==> src/rtl/vga_timing_gen.sv <==
// vga_timing_gen: raster counters, visible flag, delayed active-low syncs, line/frame pulses and frame counter.
module vga_timing_gen #(
  parameter int H_VISIBLE  = 640,
  parameter int H_FP       = 16,
  parameter int H_SYNC     = 96,
  parameter int H_BP       = 48,
  parameter int V_VISIBLE  = 480,
  parameter int V_FP       = 10,
  parameter int V_SYNC     = 2,
  parameter int V_BP       = 33,
  parameter int SYNC_DELAY = 1
) (
  input  logic       vga_clk,
  input  logic       reset_n,
  output logic [9:0] DrawX,
  output logic [9:0] DrawY,
  output logic       blank,
  output logic       hs,
  output logic       vs,
  output logic       line_start,
  output logic       frame_start,
  output logic [7:0] frame_count
);
  localparam logic [9:0] HL  = 10'(H_VISIBLE + H_FP + H_SYNC + H_BP - 1);
  localparam logic [9:0] VL  = 10'(V_VISIBLE + V_FP + V_SYNC + V_BP - 1);
  localparam logic [9:0] HV  = 10'(H_VISIBLE);
  localparam logic [9:0] HS0 = 10'(H_VISIBLE + H_FP);
  localparam logic [9:0] HS1 = 10'(H_VISIBLE + H_FP + H_SYNC);
  localparam logic [9:0] VV  = 10'(V_VISIBLE);
  localparam logic [9:0] VS0 = 10'(V_VISIBLE + V_FP);
  localparam logic [9:0] VS1 = 10'(V_VISIBLE + V_FP + V_SYNC);
  logic [9:0] hc_n, vc_n;
  logic       top, hs_raw, vs_raw;
  // Flags are registered from the next counter values so they stay aligned with DrawX/DrawY.
  always_comb begin
    hc_n = DrawX == HL ? 10'd0 : DrawX + 10'd1;
    vc_n = DrawX != HL ? DrawY : DrawY == VL ? 10'd0 : DrawY + 10'd1;
    top  = hc_n == 10'd0 && vc_n == 10'd0;
  end
  always_ff @(posedge vga_clk) begin
    if (!reset_n) begin
      DrawX       <= HL;
      DrawY       <= VL;
      blank       <= 1'b0;
      hs_raw      <= 1'b1;
      vs_raw      <= 1'b1;
      line_start  <= 1'b0;
      frame_start <= 1'b0;
      frame_count <= 8'hFF;
    end else begin
      DrawX       <= hc_n;
      DrawY       <= vc_n;
      blank       <= hc_n < HV && vc_n < VV;
      hs_raw      <= !(hc_n >= HS0 && hc_n < HS1);
      vs_raw      <= !(vc_n >= VS0 && vc_n < VS1);
      line_start  <= hc_n == 10'd0;
      frame_start <= top;
      frame_count <= top ? frame_count + 8'd1 : frame_count;
    end
  end
  generate
    if (SYNC_DELAY == 0) begin : g_nodly
      assign hs = hs_raw;
      assign vs = vs_raw;
    end else begin : g_dly
      logic [SYNC_DELAY-1:0] hd, vd;
      always_ff @(posedge vga_clk) begin
        hd <= !reset_n ? '1 : SYNC_DELAY'({hd, hs_raw});
        vd <= !reset_n ? '1 : SYNC_DELAY'({vd, vs_raw});
      end
      assign hs = hd[SYNC_DELAY-1];
      assign vs = vd[SYNC_DELAY-1];
    end
  endgenerate
endmodule

==> config.mk <==
export PLATFORM = sky130hd
export DESIGN_NAME = vga_timing_gen
export DESIGN_NICKNAME = d
export VERILOG_FILES = /design/src/rtl/vga_timing_gen.sv
export SDC_FILE = /design/constraint.sdc
export NUM_CORES = 1
export LEC_CHECK = 0
export ABC_AREA = 1
export BUFFER_PORTS_ARGS = -buffer_cell sky130_fd_sc_hd__buf_2
export CORE_MARGIN = 4
export CORE_UTILIZATION = 32
export CTS_CLUSTER_SIZE = 24
export DETAILED_ROUTE_END_ITERATION = 8
export MAX_ROUTING_LAYER = met4
export SYNTH_ARGS = -nofsm -noshare
export SYNTH_HDL_FRONTEND = slang
export SYNTH_SLANG_ARGS = --single-unit
==> constraint.sdc <==
create_clock -name vga_clk -period 4 [get_ports vga_clk]
set_input_delay 0.2 -clock vga_clk [delete_from_list [all_inputs] [get_ports vga_clk]]
set_output_delay 0.2 -clock vga_clk [all_outputs]
set_load 0.005 [all_outputs]
# Word level (Yosys, flattened, before mapping)
# Index checks and enable logic that the tools add are counted.
# totals
register_bits	35
# op_classes
n_reduce_logical	8
n_lt_le_gt_ge	6
muxes	3
n_addsub	3
n_eq_ne	3
# ops
cell	count
two-way mux 10 bit	3
adder 10 x 1 -> 10 bit, second input constant	2
equality test 10 bit, second input constant	2
zero test 10 bit	2
< comparator 10 bit, second input constant	2
< comparator 10 x 9 -> 1 bit, second input constant	2
>= comparator 10 bit, second input constant	1
>= comparator 10 x 9 -> 1 bit, second input constant	1
!= test 10 bit, second input constant	1
adder 8 x 1 -> 8 bit, second input constant	1
logical AND 1 bit	4
zero test 1 bit	2

# Logic depth before layout (Yosys ltp)
# depth
ltp_word	6
depth_mapped	15
depth_no_buf	15

# Least setup slack after synthesis
# Ideal clock, no wire load.
# synth_timing
path_type	reg-to-reg
startpoint	register DrawX[0]
endpoint	register frame_count[2]
setup_slack_ns	2.119
arrival_ns	1.751
stages_incl_launch_ff	14
t_required_ns	3.870
cell_sequence	dfxtp_1 ha_1 nand2_2 nor2_4 inv_2 nor2_8 buf_6 nor2_1 nor2_2 nand2_2 nor2_8 nand3_4 nand2_1 nand3_1
# synth_via
elab_chain_cells	4
word_cells_on_any_way	8
# synth_lines
item	line	rtl
start, declared	15	output logic [9:0] DrawX,
start signal, assigned	51	DrawX <= hc_n;
adder 10 x 1 -> 10 bit, or another cell as far along	36	hc_n = DrawX == HL ? 10'd0 : DrawX + 10'd1;
two-way mux 10 bit, on equally long branches	36, 37	
zero test 10 bit	38	top = hc_n == 10'd0 && vc_n == 10'd0;
logical AND 1 bit *	38	
end signal, assigned	58	frame_count <= top ? frame_count + 8'd1 : frame_count;
end, declared	22	output logic [7:0] frame_count
# Every way passes the cells marked *; elsewhere a longest branch is shown, timed or not.
# A chain may end at the register's enable or synchronous reset.

# Worst setup path after layout
# Ends and elaborated chain as after synthesis.

==> impl_summary.log <==
[metrics] power per cell area: 681 nW/µm²
[metrics] Worst Skew: 0.0114 ns
[metrics] arithmetic-cell share of the synthesized area counting full adders, half adders and majority gates: 0.0260
[metrics] I/O pin cnt: 35
[metrics] instance count of the mapped netlist: 280
[metrics] Worst IR Drop VDD: 0.000219 V
[metrics] vias in the first global route: 1,708
[metrics] post-layout net count: 323
[metrics] Post-DRT Antenna Nets: 0
[metrics] number of antenna cells inserted: 0
[metrics] die span in y: 85.6 µm
[metrics] core occupancy in the finished layout: 0.405
[metrics] status: complete, no violations
[metrics] number of failing hold endpoints at the final stage: 0
[metrics] antenna violations before repair: 0
[metrics] setup_tns: 0 ns
[metrics] number of design-rule violations left by the first detailed-router iteration: 89
[metrics] sequential-to-total area share from yosys stat: 0.364
[metrics] port buffer count: 34
[metrics] cell taking the most area after synthesis: dfxtp_1
[metrics] source-to-sink clock delay at the later pin of the worst-skew pair: 0.29 ns
[metrics] Post-Synth XOR/XNOR Area: 0.0318
[metrics] Tot Pwr: 1570 µW
[metrics] unique cell type count in the Yosys netlist: 25
[metrics] global-route usage over all layers: 0.130
[metrics] fraction of the mapped netlist area in compound gates: 0.0429
[metrics] clock net sink count: 35
[metrics] total DRC errors in the routed layout: 0
[metrics] Min-Delay Startpoint: reset_n
[metrics] global-route wire length before repair: 7590 µm
[metrics] most repeated cell in the gate-level netlist after synthesis: nand2_1
[metrics] unrepaired setup endpoints after global routing: false
[metrics] Lkg Pwr: 0.00121 µW
[metrics] initial core utilization: 0.339
[metrics] nets in the synthesized netlist: 286
[metrics] path depth of the worst reg2reg path: 14
[metrics] maximum number of buffers from clock root to sink: 2
[metrics] clock tree from TritonCTS: yes
[metrics] number of pins with negative max-slew slack in the final report: 0
[metrics] Final Non-Filler Cells: 390
[metrics] setup bufs post-CTS: 0
[metrics] number of failing setup endpoints in the final timing report: 0
[metrics] actual slew at the worst max-slew pin: 0.503 ns
[metrics] first drt pass iteration count: 4
[metrics] commonest register cell after synthesis: dfxtp_1
[metrics] data required time of the worst path: 4.16 ns
[metrics] clock transition time at the flip-flop clock pins of the worst setup and hold paths: 0.08 ns
[metrics] count of vias placed by the detailed router: 1,797
[metrics] average size of a mapped cell: 6.88 µm²
[metrics] top area cells in the synthesized netlist: dfxtp_1 (36%), nand2_1 (15%), nand3_1 (8.8%)
[metrics] shortest period the worst path allows: 2.17 ns
[metrics] HP Class: input port to flop
[metrics] hold buffer count at cts: 0
[metrics] Avg Vias per Cell: 4.61
[metrics] Post-Syn Area: 1930 µm²
[metrics] Syn-to-layout area delta: 19.4%
[metrics] combinational family with the most area after synthesis: simple AND/OR/NAND/NOR gates
[metrics] Hold Path Depth: 2
[metrics] max capacitance violation total: 0
[metrics] area fraction in and, or, nand and nor cells after synthesis: 0.452
[metrics] share of layout cells above drive strength 1: 0.198
[metrics] DP Area: 2160 µm²
[metrics] core outline area: 5680 µm²
[metrics] top cells by count, synth: nand2_1 (77), dfxtp_1 (35), inv_1 (34), nand3_1 (34), nor2_1 (28)
[metrics] Routed Wire Length: 4410 µm
[metrics] path type of the worst setup path: flop to flop
[metrics] final instance area: 2300 µm²
[metrics] endpoint arrival time on the critical path: 2.33 ns
[metrics] cell row count: 27
[metrics] Horiz. Die Dim: 85.6 µm
[metrics] Reg-to-Reg Start: DrawX[0]
[metrics] multiplexer area fraction after synthesis: 0
[metrics] worst max-slew margin expressed relative to the limit: 0.664
[metrics] achievable frequency: 460 MHz
[metrics] fraction of registers with async set or reset after synthesis: 0
[metrics] maximum number of pins on one net before global-route repair: 19
[metrics] fraction of post-synthesis cell area in the top cell type by area: 0.364
[metrics] total global routing overflow: 0
[metrics] Total Die Area: 7320 µm²
[metrics] total number of H-tree levels: 2
[metrics] count of flip-flops with a built-in enable after synthesis: 0
[metrics] total of cells resized after clock tree synthesis: 0
[metrics] kind of start point of the critical path: flop
[metrics] global placer's final weighted congestion: 0.831
[metrics] warnings from Yosys: 0
[metrics] # placed instances: 382
[metrics] total clock buffers created by CTS: 5
[metrics] portion of the clock cycle consumed by the worst path in the final layout: 0.544
[metrics] Critical Path Sink Type: flop
[metrics] number of storage elements in the synthesis netlist: 35
[metrics] Worst Path Max Fanout: 17
[metrics] wire length per cell: 11.3 µm
[metrics] root buffer cell: clkbuf_8
[metrics] half-perimeter wire length after detailed placement: 3400 µm
[metrics] start point of the critical path: DrawX[0]
worst max-delay path: stages, from the launching register on:
cell and delay (ns):
dfxtp_1 0.38, ha_1 0.20, nand2_2 0.09, nor2_4 0.17, inv_2 0.09, nor2_8 0.23
nand2_1 0.08, nand2_1 0.12, nand2_1 0.07, inv_1 0.05, nand2_1 0.12, nor2_8 0.16
nand3_4 0.13, nand2_1 0.08, nand3_1 0.07
sequential cells by signal (all words and copies together) (netlist names):
name,cells
DrawX,10
DrawY,10
blank,1
frame_count,8
frame_start,1
hs,1
hs_raw,1
line_start,1
vs,1
vs_raw,1
logic make-up (layout without fill, tap and decap cells):
family	Yosys count	count (layout)
and+or+nand+nor	178	178
buffers and inverters	41	79
DFF	35	35
AOI/OAI and AO/OA	15	15
xor gates and xnor gates	7	7
adders and majority gates	4	4
placed cells by master (no fill, tap or decap), drive strengths merged, types with 2 or more instances in the layout:
master  instances
o21bai          2
buf            34
nand4          16
or2             3
nor2           35
xor2            4
nor4            2
nand3          37
nand2          82
o21ai           7
dfxtp          35
bufinv          2
inv            37
xnor2           3
ha              4
nor3            3
a21oi           5
clkbuf          5
metal layers:
metal,vias up,GRT usage,share of wire
li1,979,-,-
met3,7,0.0365,0.053
met4,0,0.0403,0.010
met5,-,-,0
met2,34,0.190,0.42
met1,777,0.174,0.52
where the power goes:
group,internal [µW],leakage (µW),switching (µW)
clock network,249,0.0000644,130
logic,228,0.000859,478
registers,409,0.000285,72.5
total,886,0.00121,681
per-stage QoR:
| step | setup WS (ns) | hold WS (ns) |
|---|---|---|
| floorplan | 2.12 | 0.393 |
| global placement | 1.88 | 0.399 |
| detailed placement | 1.83 | 0.399 |
| CTS | 1.80 | 0.257 |
| global route | 1.57 | 0.267 |
| finish | 1.83 | 0.263 |
final cells by class:
type / instances / area, µm²
Clock buffer: 5 / 68.8
Tap cell: 72 / 90.1
Inverter: 37 / 139
Fill cell: 596 / 3380
Timing Repair Buffer: 34 / 170
Clock inverter: 3 / 67.6
Multi-Input combinational cell: 204 / 1060
Sequential cell: 35 / 701
worst paths after layout:
check	to	slack (ns)
worst max-delay path	frame_count[2]	1.83
worst min-delay path	DrawX[4]	0.26
worst max register to register	frame_count[2]	1.83
worst min register to register	hs	0.42
Power figures use the tool's default switching activity.
